`config.mk`:
```
export PLATFORM = sky130hd
export DESIGN_NAME = gf_inv_seq_flat
export DESIGN_NICKNAME = d
export VERILOG_FILES = /design/src/rtl/gf_pkg.sv /design/src/rtl/gf_inv_seq_if.sv /design/src/rtl/gf_mult_poly.sv /design/src/rtl/gf_inv_seq.sv /design/src/flat_wrapper.sv
export SDC_FILE = /design/constraint.sdc
export NUM_CORES = 1
export LEC_CHECK = 0
export ABC_AREA = 1
export CAP_MARGIN = 20
export CORE_ASPECT_RATIO = 2
export CORE_MARGIN = 1.5
export CORE_UTILIZATION = 35
export CTS_BUF_LIST = sky130_fd_sc_hd__clkbuf_4 sky130_fd_sc_hd__clkbuf_8
export DETAILED_ROUTE_END_ITERATION = 8
export PLACE_DENSITY_LB_ADDON = 0.3
export SETUP_SLACK_MARGIN = 0.3
export SYNTH_ARGS = -nofsm -noshare
export SYNTH_HDL_FRONTEND = slang
export SYNTH_SLANG_ARGS = --single-unit
export TNS_END_PERCENT = 20
```
`constraint.sdc`:
```
create_clock -name clk -period 3.1 [get_ports clk]
set_input_delay 0.93 -clock clk [delete_from_list [all_inputs] [get_ports clk]]
set_output_delay 0.93 -clock clk [all_outputs]
set_load 0.02 [all_outputs]
```
`src/rtl/gf_pkg.sv`:
```
// Shared GF(2^13) constants, element type and inverter state encoding
// for the BCH decoder datapath.
package gf_pkg;

    localparam int unsigned      GF_M    = 13;
    localparam logic [GF_M-1:0]  GF_POLY = 13'h001B;

    typedef logic [GF_M-1:0] gf_elem_t;

    typedef enum logic [1:0] {
        IDLE,
        SQR,
        MUL,
        DONE
    } state_t;

endpackage

```
`src/rtl/gf_inv_seq_if.sv`:
```
// Operand/result valid-ready bundle of the sequential GF(2^M) inverter.
interface gf_inv_seq_if #(
    parameter int unsigned M = gf_pkg::GF_M
);

    logic         in_valid;
    logic         in_ready;
    logic [M-1:0] in_a;
    logic         out_valid;
    logic         out_ready;
    logic [M-1:0] out_inv;
    logic         out_err;

    modport master (
        output in_valid,
        output in_a,
        output out_ready,
        input  in_ready,
        input  out_valid,
        input  out_inv,
        input  out_err
    );

    modport slave (
        input  in_valid,
        input  in_a,
        input  out_ready,
        output in_ready,
        output out_valid,
        output out_inv,
        output out_err
    );

endinterface

```
`src/rtl/gf_mult_poly.sv`:
```
// Combinational polynomial-basis GF(2^M) multiplier: MSB-first
// shift-and-xor, reducing each shift by the low bits of p(x).
module gf_mult_poly
    import gf_pkg::*;
#(
    parameter int unsigned  M    = GF_M,
    parameter logic [M-1:0] POLY = GF_POLY
) (
    input  logic [M-1:0] a_i,
    input  logic [M-1:0] b_i,
    output logic [M-1:0] p_o
);

    logic [M-1:0] acc;
    logic [M-1:0] bsh;

    always_comb begin
        acc = '0;
        bsh = b_i;
        for (int unsigned i = 0; i < M; i++) begin
            // Horner step: acc = acc*x mod p(x), then add a if this b bit is set.
            acc = {acc[M-2:0], 1'b0} ^ (acc[M-1] ? POLY : '0);
            if (bsh[M-1]) begin
                acc = acc ^ a_i;
            end
            bsh = bsh << 1;
        end
        p_o = acc;
    end

endmodule

```
`src/rtl/gf_inv_seq.sv`:
```
// Sequential GF(2^M) inverter, a^-1 = a^(2^M-2), one shared multiplier op per cycle.
// Optional zero-operand shortcut with error flag: define GF_INV_ZERO_CHK_EN.
module gf_inv_seq
    import gf_pkg::*;
#(
    parameter int unsigned  M    = GF_M,
    parameter logic [M-1:0] POLY = GF_POLY
) (
    input  logic        clk,
    input  logic        rst,
    gf_inv_seq_if.slave bus
);

    localparam int unsigned   CW       = $clog2(M);
    localparam logic [CW-1:0] CNT_LAST = CW'(M - 2);

    state_t        state_q, state_d;
    logic [M-1:0]  a_q, a_d;
    logic [M-1:0]  r_q, r_d;
    logic [CW-1:0] cnt_q, cnt_d;
    logic          rdy_q;
    logic          accept;
    logic [M-1:0]  mul_b;
    logic [M-1:0]  mul_p;

    // Squaring multiplies r by itself; MUL steps multiply r by the latched operand.
    assign mul_b  = (state_q == MUL) ? a_q : r_q;
    assign accept = bus.in_valid & rdy_q;

    gf_mult_poly #(
        .M    (M),
        .POLY (POLY)
    ) u_mult (
        .a_i (r_q),
        .b_i (mul_b),
        .p_o (mul_p)
    );

    always_comb begin
        state_d = state_q;
        a_d     = a_q;
        r_d     = r_q;
        cnt_d   = cnt_q;
        case (state_q)
            IDLE: begin
                if (accept) begin
                    a_d     = bus.in_a;
                    r_d     = bus.in_a;
                    cnt_d   = '0;
                    state_d = SQR;
`ifdef GF_INV_ZERO_CHK_EN
                    if (bus.in_a == '0) begin
                        state_d = DONE;
                    end
`endif
                end
            end
            SQR: begin
                r_d     = mul_p;
                state_d = (cnt_q == CNT_LAST) ? DONE : MUL;
            end
            MUL: begin
                r_d     = mul_p;
                cnt_d   = cnt_q + 1'b1;
                state_d = SQR;
            end
            DONE: begin
                if (bus.out_ready) begin
                    state_d = IDLE;
                end
            end
            default: state_d = IDLE;
        endcase
    end

    // in_ready is registered so it stays low throughout reset and rises on the first edge after.
    always_ff @(posedge clk or posedge rst) begin
        if (rst) begin
            state_q <= IDLE;
            a_q     <= '0;
            r_q     <= '0;
            cnt_q   <= '0;
            rdy_q   <= 1'b0;
        end else begin
            state_q <= state_d;
            a_q     <= a_d;
            r_q     <= r_d;
            cnt_q   <= cnt_d;
            rdy_q   <= (state_d == IDLE);
        end
    end

`ifdef GF_INV_ZERO_CHK_EN
    logic err_q, err_d;

    always_comb begin
        err_d = err_q;
        if (accept) begin
            err_d = (bus.in_a == '0);
        end
    end

    always_ff @(posedge clk or posedge rst) begin
        if (rst) begin
            err_q <= 1'b0;
        end else begin
            err_q <= err_d;
        end
    end

    assign bus.out_err = err_q;
`else
    assign bus.out_err = 1'b0;
`endif

    assign bus.in_ready  = rdy_q;
    assign bus.out_valid = (state_q == DONE);
    assign bus.out_inv   = (state_q == DONE) ? r_q : '0;

endmodule

```
`src/flat_wrapper.sv`:
```
// flat-port wrapper written by rule: the top's interface ports become plain ports
module gf_inv_seq_flat import gf_pkg::*;
#(
    parameter int unsigned  M    = GF_M,
    parameter logic [M-1:0] POLY = GF_POLY
)
  (clk, rst, bus_in_valid, bus_in_a, bus_out_ready, bus_in_ready, bus_out_valid, bus_out_inv, bus_out_err);
  gf_inv_seq_if #(.M(M)) bus_i ();
  input  logic clk;
  input  logic rst;
  input wire logic [$bits(bus_i.in_valid)-1:0] bus_in_valid;
  input wire logic [$bits(bus_i.in_a)-1:0] bus_in_a;
  input wire logic [$bits(bus_i.out_ready)-1:0] bus_out_ready;
  output wire logic [$bits(bus_i.in_ready)-1:0] bus_in_ready;
  output wire logic [$bits(bus_i.out_valid)-1:0] bus_out_valid;
  output wire logic [$bits(bus_i.out_inv)-1:0] bus_out_inv;
  output wire logic [$bits(bus_i.out_err)-1:0] bus_out_err;
  assign bus_i.in_valid = bus_in_valid;
  assign bus_i.in_a = bus_in_a;
  assign bus_i.out_ready = bus_out_ready;
  assign bus_in_ready = bus_i.in_ready;
  assign bus_out_valid = bus_i.out_valid;
  assign bus_out_inv = bus_i.out_inv;
  assign bus_out_err = bus_i.out_err;
  gf_inv_seq #(.M(M), .POLY(POLY)) u_core (.clk(clk), .rst(rst), .bus(bus_i));
endmodule
```
* Word-level counts from Yosys, hierarchy flattened
Cells that the tools add are included. Widths: inputs -> output; s select.
Word-level totals: ROM bits 0, memory bits (writable) 0, memories 0, bits of input ports 17, output and inout bits 16, bits in latches 0, register bits 33
Operators by class: div/mod/pow operators 0, mux-type cells 35, bitwise operators 25, reductions and logical operators 8, equality and inequality tests 5, $add $sub $neg 1, $mul 0, shifts and indexed selects 0, $lt $le $gt $ge 0
Operators with widths (number):
- $mux 13 | 16
- $xor 13x13->13 | 12
- $xor 13x5->13 | 12
- $mux 5 | 12
- $pmux 13 s2 | 1
- $pmux 2 s4 | 1
- $pmux 4 s2 | 1
- $reduce_and 2->1 | 3
- $add 4x1->4 const B | 1
- $eq 2x2->1 const B | 2
- $eq 4x4->1 const B | 1
- $logic_not 2->1 | 2
- $mux 2 | 2
- $mux 4 | 1
- $reduce_bool 2->1 | 2
- $eq 2x1->1 const B | 1
- $ne 2x1->1 const B | 1
- $reduce_or 2->1 | 1
- $and 1x1->1 | 1
- $mux 1 | 1

* Depth between registers and ports, before layout
Gate-level depths: netlist (run 1).
depth after elaboration 52, depth in mapped cells 27

* Hierarchy
A second synthesis (run 1) with hierarchy kept.
Unflattened totals: cell total of the unflattened synthesis 937, area, all modules 5430.2 um^2
By module, submodules not included:
- gf_mult_poly | area each 3558.4 um^2, instances 1, cells an instance 682
- gf_inv_seq | area each 1871.8 um^2, instances 1, cells an instance 255

* Worst setup path after synthesis (run 1)
Ideal clock, no wire load.
path kind flip-flop to flip-flop, from register u_core.state_q[0], to register u_core.r_q[7], arrival 2440 ps, slack 544 ps, cell stages (with the launch flop) 22, required time 2984 ps, cells stage by stage dfrtp_1 inv_1 ha_1 inv_2 buf_6 nand2_1 nand2_2 buf_4 nor2_2 xor2_1 nand3b_1 nand2_2 xor2_1 nand2_1 nand2_1 nand2_1 nand2_1 nand2_1 nand2_1 nand2_1 nand2_1 nand2_1
On the way: word-level cells in the longest chain between the ends 41, elaborated cells between the ends (all ways) 50
Ends and longest elaborated chain:
- start: declaration | RTL line gf_inv_seq.sv:17 | state_t state_q, state_d;
- start signal: assignment | RTL line gf_inv_seq.sv:85 | state_q <= state_d;
- $eq 2x2->1 | RTL line gf_inv_seq.sv:27, gf_inv_seq.sv:44
- $mux 13 | RTL line gf_inv_seq.sv:27 | assign mul_b = (state_q == MUL) ? a_q : r_q;
- $mux 13 | RTL line gf_mult_poly.sv:23 | if (bsh[M-1]) begin
- $xor 13x5->13 | RTL line gf_mult_poly.sv:22 | acc = {acc[M-2:0], 1'b0} ^ (acc[M-1] ? POLY : '0);
- $xor 13x13->13 | RTL line gf_mult_poly.sv:24 | acc = acc ^ a_i;
- $mux 13 | RTL line gf_mult_poly.sv:23
- $xor 13x5->13 | RTL line gf_mult_poly.sv:22
- $xor 13x13->13 | RTL line gf_mult_poly.sv:24
- [... 25 more ...]
- $mux 13 | RTL line gf_mult_poly.sv:23
- $xor 13x5->13 | RTL line gf_mult_poly.sv:22
- $xor 13x13->13 | RTL line gf_mult_poly.sv:24
- $mux 13 | RTL line gf_mult_poly.sv:23
- $xor 13x5->13 | RTL line gf_mult_poly.sv:22
- $xor 13x13->13 | RTL line gf_mult_poly.sv:24
- $mux 13 | RTL line gf_mult_poly.sv:23
- $pmux 13 s2 | RTL line gf_inv_seq.sv:44 | case (state_q)
- end signal: assignment | RTL line gf_inv_seq.sv:87 | r_q <= r_d;
- end: declaration | RTL line gf_inv_seq.sv:19 | logic [M-1:0] r_q, r_d;
Several ways; a longest one is shown, not always the timed one. A chain may end at the register's enable or synchronous reset.

* Final worst setup path (run 1)
from register u_core.state_q[0], to output port bus_out_inv[1]
On the way: word-level cells in the longest chain between the ends 2
Ends and longest elaborated chain:
- $eq 2x2->1 | RTL line gf_inv_seq.sv:118 | assign bus.out_inv = (state_q == DONE) ? r_q : '0;
- $mux 13 | RTL line gf_inv_seq.sv:118
- end: declaration | RTL line flat_wrapper.sv:16 | output wire logic [$bits(bus_i.out_inv)-1:0] bus_out_inv;
No other way between the ends.

==> results of run 1 <==
-- worst max-delay path, delay by kind of cell (launching register included) --
family,cells,cell delay [ns]
buffers and inverters,3,0.79
flip-flops,1,0.36
adder cells (fa/ha/maj),1,0.35
AND/OR/NAND/NOR,1,0.11
-- metrics by stage --
step	setup slack (ns)	util (%)
finish	0.256	45.9
global route	0.0946	45.9
CTS	0.239	42.6
detailed placement	0.0213	40.7
global placement	0.0445	40.7
floorplan	0.544	-
-- cells in the final DEF (no fill, tap or decap), types with 6 or more instances in the layout --
cell / netlist / routed
inv_1: 113 / 112
buf_4: 7 / 60
xor2_1: 57 / 52
nor2_1: 138 / 131
xnor2_1: 36 / 31
o21ai_1: 16 / 14
nor2_2: 4 / 10
clkdlybuf4s50_1: 0 / 31
nand2_2: 16 / 41
nand3b_1: 14 / 14
nand2_1: 351 / 309
nand3_1: 82 / 71
dfrtp_1: 33 / 33
nand2_4: 0 / 18
nand3_2: 1 / 12
inv_2: 12 / 12
clkinv_1: 6 / 6
o21ai_0: 26 / 25
-- flip-flops by register name, summed over array words and instances, names as in the netlist --
register / count
u_core.bus.in_ready: 1
u_core.a_q: 13
u_core.cnt_q: 4
u_core.r_q: 13
u_core.state_q: 2
-- cell usage after synthesis --
library cell,number,area share (%)
nand2_1,351,25
nor2_1,138,9.8
inv_1,113,8.1
nand3_1,82,7.8
xor2_1,57,9.5
xnor2_1,36,6.0
dfrtp_1,33,16
o21ai_0,26,2.5
clkbuf_1,18,1.3
nand2_2,16,1.9
o21ai_1,16,1.5
nand3b_1,14,2.0
inv_2,12,0.86
buf_2,7,0.67
buf_4,7,1.0
clkinv_1,6,0.43
ha_1,5,1.2
a21oi_1,4,0.38
buf_6,4,0.86
nor2_2,4,0.48
o21ai_2,4,0.67
nand4_1,3,0.36
or2_1,2,0.24
a211oi_1,1,0.14
a21o_1,1,0.14
a32oi_1,1,0.17
and3_1,1,0.12
buf_1,1,0.071
conb_1,1,0.071
inv_4,1,0.12
nand3_2,1,0.19
nor3_1,1,0.095
o211ai_1,1,0.14
o22ai_1,1,0.12
xnor3_1,1,0.43
-- final cells by class --
class                      instances  area, um^2  area share, %
inverter                         132         505           7.48
clock buffer                       5        68.8           1.02
clock inverter                     3        65.1          0.963
sequential                        33         826           12.2
tap                              195         244           3.61
timing repair buffer              99         877           13.0
multi-input combinational        770        4170           61.7
-- what timing repair did --
action,in CTS,in global routing
setup buffers,2,13
pin swaps,3,29
gates cloned,0,3
setup endpoints to repair,27,27
gates resized for setup,28,85
-- cells by family (layout without fill, tap and decap cells) --
kind of cell / count (synthesis) / in the layout / synth area share (%)
AOI/OAI and AO/OA: 55 / 55 / 5.75
buffers and inverters: 169 / 239 / 13.3
DFF: 33 / 33 / 15.7
xor gates and xnor gates: 94 / 94 / 15.9
other: 1 / 1 / 0.0713
and+or+nand+nor: 613 / 615 / 48.1
adders and majority gates: 5 / 5 / 1.19
-- worst paths after layout --
| kind | from | to | cells past startpoint |
|---|---|---|---|
| min in group asynchronous | rst | u_core.a_q[2] | 3 |
| setup / recovery | u_core.state_q[0] | bus_out_inv[1] | 5 |
| max in group asynchronous | rst | u_core.a_q[8] | 3 |
| hold reg to reg | u_core.a_q[7] | u_core.a_q[7] | 2 |
| hold / removal | u_core.a_q[7] | u_core.a_q[7] | 2 |
| setup reg to reg | u_core.state_q[0] | u_core.r_q[10] | 18 |
-- routing by layer --
layer / vias to the layer above / global-route usage, %
met1: 2859 / 23.0
met3: 116 / 2.45
li1: 3064 / -
met5: - / 0
met2: 256 / 49.0
met4: 0 / 23.6
==> results.md, run 1 <==
- Routed Antenna Nets: 0
- Area after DPL: about 6000 um^2
- H-tree depth: 2
- Core area: 14,700 um^2
- CP arrival: between 1.5 and 2 ns
- Longest Clk Path Bufs: 2
- Post-Layout Cell Count: about 1,200
- Die Area: between 15,000 and 20,000 um^2
- CTS Hold Bufs: 0
- Area growth, synth to finish: 28.4%
- Setup-failing EPs final: 0
- Ant. Diodes: 0
- Met2 WL: between 10,000 and 15,000 um
- CP max stage delay: 0.59 ns
- Status: finished, final reports clean
- Overflow left after global routing: 0
- Worst setup EP type: output pin
- Share of cells above drive strength 1: 18.4%
- CTS Root Cell: clkbuf_8
- Drt wl/cell: between 15 and 20 um
- 1st-pass router iterations: 6
- Residual DRC: 0
- Met3 wire len: 885 um
- Std-Cell Rows: 63
- Via/cell ratio: a little over 5
- Worst-path clk slew: approximately 0.070 ns
- Critical path data required time: ~2.2 ns
- Die Wd: approximately 90 um
- Placed cells: around 1,200
- CTS Sinks: 33
- Syn Std Cell Area: between 5000 and 6000 um^2
- Fin nets: between 1,000 and 1,500
- Worst reg-to-reg setup slack: 0.29 ns
- Synth warn: 0
- Startpoint types: flip-flop
- I/O pin count: 33
- Post-Route WL: 20,500 um
- Initial DRC count: roughly 440
- Largest net degree at the start of global routing: 34
- Post-Synthesis Cells: 970
- Hold Violations, Final: 0
- GPL Wtd Cong: between 0.9 and 1
- Slew headroom: between 60% and 70%
- M1 WL: approximately 6700 um
- Initial core utilization: 35.7%
- DR vias: about 6,300
- Slowest cell on the critical path: clkdlybuf4s50_1
- Worst slew pin tran: 0.521 ns
- Finished Cell Area: just under 7000 um^2
- Max FO, Critical Path: 15
- Via count of the first global-routing pass: just under 6,000
- GRT Total Usage: about 26%
- Final period util: 91.7%
- Highest metal used: met4
- Min cycle time layout: between 2 and 3 ns
- Fin Clk Skew: 0.0103 ns
- Register bit total from synthesis: 33
- TritonCTS Buffers: 5
- First-pass GRT wire length: 30,700 um
- Antenna violations before repair: 0
- Syn Area/Cell: roughly 5.4 um^2
- RSZ-0062 raised after global routing: true
- Pins Over Slew Limit: 0
- Min-delay worst type: flip-flop to flip-flop
- Die Y: 176 um
- Clock latency on the worst-skew pair: around 0.30 ns
- Port Buffer Count: 31
- CP Cell Sequence: buf_4, ha_2, nand2_1, inv_1, clkdlybuf4s50_1
- Max-Cap Viols: 0
- Distinct cells, synth: 35
- Critical path class: flip-flop to output pin
- Peak Freq: roughly 350 MHz
- Detailed placement HPWL: around 16,000 um
- Post-synthesis sequential area ratio: between 10% and 20%
- Worst hold margin: 0.557 ns
- Synth Net Count: roughly 990
- Layout fillers: 1,579
- Setup TNS Final: 0 ns
- TritonCTS clock tree: yes
Power of run 1 is left out: the tool's default activity adds up to more than one toggle a clock period on the data nets, which glitch-free logic cannot reach.
==> inputs of run 2 (changes only) <==
CORE_MARGIN = 3   (was 1.5)
==> results.md, run 2 (synthesis gave the netlist of run 1 again) <==
- Status: finished, final reports clean
- RSZ-0062 raised after global routing: true
- Finished Cell Area: 6810 um^2
- Register area: between 800 and 900 um^2
- TritonCTS clock tree: yes
- 1st-pass router iterations: 5
- CTS Sinks: 33
- Worst-path clk slew: 0.07 ns
- Crit path max-delay family: buffers and inverters
- CTS Root Cell: clkbuf_8
- Via count of the first global-routing pass: 6,083
- Fin nets: between 1,000 and 1,500
- Multi-input gate area: just over 4000 um^2
- Area growth, synth to finish: 29.4%
- Clock latency on the worst-skew pair: just over 0.3 ns
- Commonest non-fill, non-tap cell in the layout: nand2_1
- Pins Over Slew Limit: 0
- Routed Antenna Nets: 0
- Largest net degree at the start of global routing: 34
- Layout fillers: approximately 1,600
- Die Wd: slightly above 90 um
- Top flop regs: u_core.a_q: 13 flops, u_core.r_q: 13 flops, u_core.cnt_q: 4 flops
- H-tree depth: 2
- Worst slew pin tran: around 0.54 ns
- Detailed placement HPWL: 16,500 um
- Die Area: between 15,000 and 20,000 um^2
- Ant. Diodes: 0
- Setup TNS Final: 0 ns
- CP Cell Sequence: buf_4, ha_2, buf_12, nand2_1, inv_1, clkdlybuf4s50_1
- Critical path class: flip-flop to output pin
- Share of cells above drive strength 1: about 19%
- Post-Route WL: 21,000 um
- Slew headroom: a little under two thirds
- Drt wl/cell: 16.8 um
- Via/cell ratio: between 5 and 6
- Die Y: approximately 180 um
- Antenna violations before repair: 0
- Port Buffer Count: 31
- Commonest non-fill, non-tap cells in the layout: nand2_1, nor2_1, inv_1
- TritonCTS Buffers: 5
- CP max stage delay: slightly below 0.6 ns
- Setup-failing EPs final: 0
- Peak Freq: between 300 and 400 MHz
- CP arrival: 1.93 ns
- First-pass GRT wire length: between 30,000 and 40,000 um
- CP bufs+invs: 4
- Startpoint types: flip-flop
- Slowest cell on the critical path: clkdlybuf4s50_1
- Hold Violations, Final: 0
- Fin Clk Skew: ~0.018 ns
- Initial DRC count: 318
- Min-delay worst type: flip-flop to flip-flop
- GPL Wtd Cong: ~1
- Final period util: 92.4%
- Initial core utilization: roughly 36%
- Longest Clk Path Bufs: 2
- Max-Cap Viols: 0
- DR vias: 6,310
- Residual DRC: 0
- I/O pin count: 33
- Min cycle time layout: around 2.9 ns
- Overflow left after global routing: 0
- Worst setup EP type: output pin
- GRT Total Usage: about 25%
- Area after DPL: approximately 6100 um^2
- Core area: ~15,000 um^2
- Std-Cell Rows: between 60 and 70
- Max FO, Critical Path: 12
- Critical path data required time: approximately 2.2 ns
## run 2: cell count changes in the layout (fill, tap and decap cells not counted), moves of 2 or more
cell,delta
buf_4,+7
nand2_4,-4
buf_8,+2
nand3_1,-2
xor2_2,+4
nand2_1,+2
o21ai_1,+3
o21ai_0,-2
xor2_4,-2
xor2_1,-2
## run 2: per-stage QoR
step                      utilization [%]  hold WS, ns  cells  setup WS (ns)
after global placement               41.7        0.532   1217         0.0689
after CTS                            43.2        0.547   1225          0.259
final                                46.7        0.542   1244          0.235
after detailed placement             41.7        0.531   1217       -0.00694
after global routing                 46.7        0.588   1244          0.109
after floorplan                         -        0.504    970          0.544
## run 2: final timing paths
kind	from	cells after the start	to	slack [ns]
min reg2reg	u_core.a_q[7]	2	u_core.a_q[7]	0.54
max reg2reg	u_core.state_q[0]	19	u_core.r_q[9]	0.31
min in group asynchronous	rst	3	u_core.r_q[8]	1.01
max	u_core.state_q[1]	6	bus_out_inv[12]	0.24
min	u_core.a_q[7]	2	u_core.a_q[7]	0.54
max in group asynchronous	rst	3	u_core.a_q[12]	1.76
## run 2: layout make-up
cell class	count	area share, %
Clock buffer	7	1.32
Sequential cell	33	12.1
Multi-Input combinational cell	768	60.5
Tap cell	192	3.53
Inverter	132	7.42
Clock inverter	1	0.441
Timing Repair Buffer	111	14.7
## run 2: worst register-to-register path: stages (launching register included)
cell	delay, ns
dfrtp_1	0.39
inv_2	0.08
ha_4	0.25
buf_8	0.14
nand2_1	0.08
nand2_4	0.11
buf_4	0.13
nand2_1	0.06
xnor2_1	0.15
or2_1	0.27
nand2_2	0.14
xor2_2	0.20
inv_1	0.10
nand2_1	0.09
nand2_1	0.05
nand2_1	0.08
a21o_1	0.11
nand3_1	0.10
nand2_1	0.10
nand2_1	0.05
## run 2: what timing repair did
action                     4_1_cts  5_1_grt
hold buffers                     0        0
setup endpoints to repair       25       24
pin swaps                        3       23
resized for setup               23       90
cloned                           0        3
buffers inserted                 0       16
## run 2: routing by layer
layer	global-route usage, %	up-vias	part of all wire, %
li1	-	3080	-
met1	25.2	2920	35
met2	45.5	203	52
met3	2.34	107	3.5
met4	20.8	0	10
met5	0	-	0
Power of run 2 is left out for the same reason.
==> inputs of run 3 (changes only) <==
CORE_UTILIZATION = 30   (was 35)
==> results.md, run 3 (synthesis gave the netlist of run 1 again) <==
- Setup-failing EPs final: 0
- RSZ-0062 raised after global routing: true
- Slew headroom: roughly 64%
- Hold Violations, Final: 0
- CTS Hold Bufs: 0
- Cell mode on critical path: nand2_1
- Die Wd: 99.7 um
- Commonest non-fill, non-tap cells in the layout: nand2_1, nor2_1, inv_1
- Longest Clk Path Bufs: 2
- Worst hold start: u_core.a_q[2]
- Critical path data required time: approximately 3.3 ns
- Die Area: 19,300 um^2
- Residual DRC: 0
- Worst slew pin tran: 0.535 ns
- Reg2reg start: u_core.state_q[1]
- Hold Path End: u_core.a_q[2]
- Post-Route WL: approximately 22,000 um
- Worst R2R Path Depth: 16
- First-pass GRT wire length: 32,800 um
- CP Cell Sequence: ha_4, buf_6, buf_12, clkbuf_16, buf_4, o21ai_4, buf_4, nor2_1, xor2_1, xor2_1, xnor3_1, nand3b_1, nand2_1, nand2_1, nand2_1, nand2_1
- Worst reg-to-reg setup slack: roughly 0.28 ns
- Initial core utilization: between 30% and 40%
- Hold path depth: 2
- Via/cell ratio: approximately 5
- Worst-path clk slew: roughly 0.070 ns
- Core area: approximately 17,000 um^2
- Min-delay worst type: flip-flop to flip-flop
- Startpoint types: flip-flop
- DR vias: ~6,400
- Initial DRC count: roughly 430
- Critical path class: flip-flop to flip-flop
- Largest net degree at the start of global routing: 34
- Max FO, Critical Path: 6
- Std-Cell Rows: 67
- Detailed placement HPWL: about 17,000 um
- Antenna violations before repair: 0
- GPL Wtd Cong: 0.982
- Clock latency on the worst-skew pair: 0.30 ns
- 1st-pass router iterations: 5
- I/O pin count: 33
- H-tree depth: 2
- CTS Sinks: 33
- Via count of the first global-routing pass: slightly above 6,000
- Setup TNS Final: 0 ns
- Top flop regs: u_core.a_q: 13 flops, u_core.r_q: 13 flops, u_core.cnt_q: 4 flops
- Fin Clk Skew: 0.00705 ns
- Overflow left after global routing: 0
- CP max stage delay: 0.41 ns
- CTS Root Cell: clkbuf_8
- Slowest cell on the critical path: dfrtp_1
- Peak Freq: around 350 MHz
- Fin nets: roughly 1,100
- Die Y: about 190 um
- Routed Antenna Nets: 0
- Area growth, synth to finish: 41.4%
- TritonCTS Buffers: 5
- Max-Cap Viols: 0
- Share of cells above drive strength 1: between 20% and 30%
- Port Buffer Count: 31
- GRT Total Usage: ~22%
- CP arrival: around 3 ns
- Commonest non-fill, non-tap cell in the layout: nand2_1
- Final period util: about nine tenths
- Min cycle time layout: between 2 and 3 ns
- Worst setup EP type: flip-flop
- Drt wl/cell: about 17 um
- TritonCTS clock tree: yes
- Status: finished, final reports clean
- Pins Over Slew Limit: 0
- Ant. Diodes: 0
- R2r endpoint: u_core.r_q[7]
-- run 3: changes by cell type in the layout (fill, tap and decap cells not counted), sizes merged --
| cell | previous run | this run |
|---|---|---|
| buf | 78 | 96 |
| clkinvlp | 0 | 1 |
| inv | 126 | 125 |
| nand2 | 367 | 368 |
-- run 3: how the worst max path moves through the flow --
stage,depth (start not counted),start,endpoint,slack [ns]
after floorplan,21,u_core.state_q[0],u_core.r_q[7],0.54
after global placement,24,u_core.state_q[0],u_core.r_q[3],0.02
after detailed placement,23,u_core.state_q[1],u_core.r_q[3],0.003
after CTS,6,u_core.state_q[1],bus_out_inv[6],0.28
after global routing,23,u_core.state_q[0],u_core.r_q[5],0.07
final,16,u_core.state_q[1],u_core.r_q[7],0.28
-- run 3: cell type report --
cell class                 instances  area (um^2)
clock buffer                       7         90.1
clock inverter                     1         30.0
fill                            1783         9580
inverter                         132          519
multi-input combinational        769         4530
sequential                        33          826
tap                              207          259
timing repair buffer             129         1180
-- run 3: stage by stage --
step	cells	utilization [%]	hold slack (ns)	worst slack, ns	instance area (um^2)
after CTS	1243	37.4	0.551	0.275	6360
after floorplan	970	-	0.504	0.544	5260
after global routing	1278	43.7	0.609	0.0716	7440
after detailed placement	1231	35.7	0.532	0.00318	6080
final	1278	43.7	0.550	0.281	7440
after global placement	1231	35.7	0.526	0.0213	6080
-- run 3: what timing repair did --
| action | CTS | global route |
|---|---|---|
| buffers inserted | 4 | 32 |
| resized for setup | 32 | 197 |
| pin swaps | 9 | 67 |
| gates cloned | 0 | 3 |
| endpoints found under the setup margin | 13 | 25 |
-- run 3: layer usage --
metal / part of all wire (%) / global-route usage [%] / vias up
li1: - / - / 3121
met4: 11 / 20.9 / 0
met5: 0 / 0 / -
met2: 54 / 40.9 / 224
met1: 32 / 20.8 / 2907
met3: 3.4 / 1.37 / 120
-- run 3: worst max-delay path: cells and delay by family (launching register included) --
kind	cells	cell delay [ns]
AO/OA/AOI/OAI	1	0.15
XOR/XNOR	3	0.73
adder cells (fa/ha/maj)	1	0.21
buffers and inverters	5	0.73
flip-flops	1	0.41
AND/OR/NAND/NOR	6	0.47
Power of run 3 is left out for the same reason.
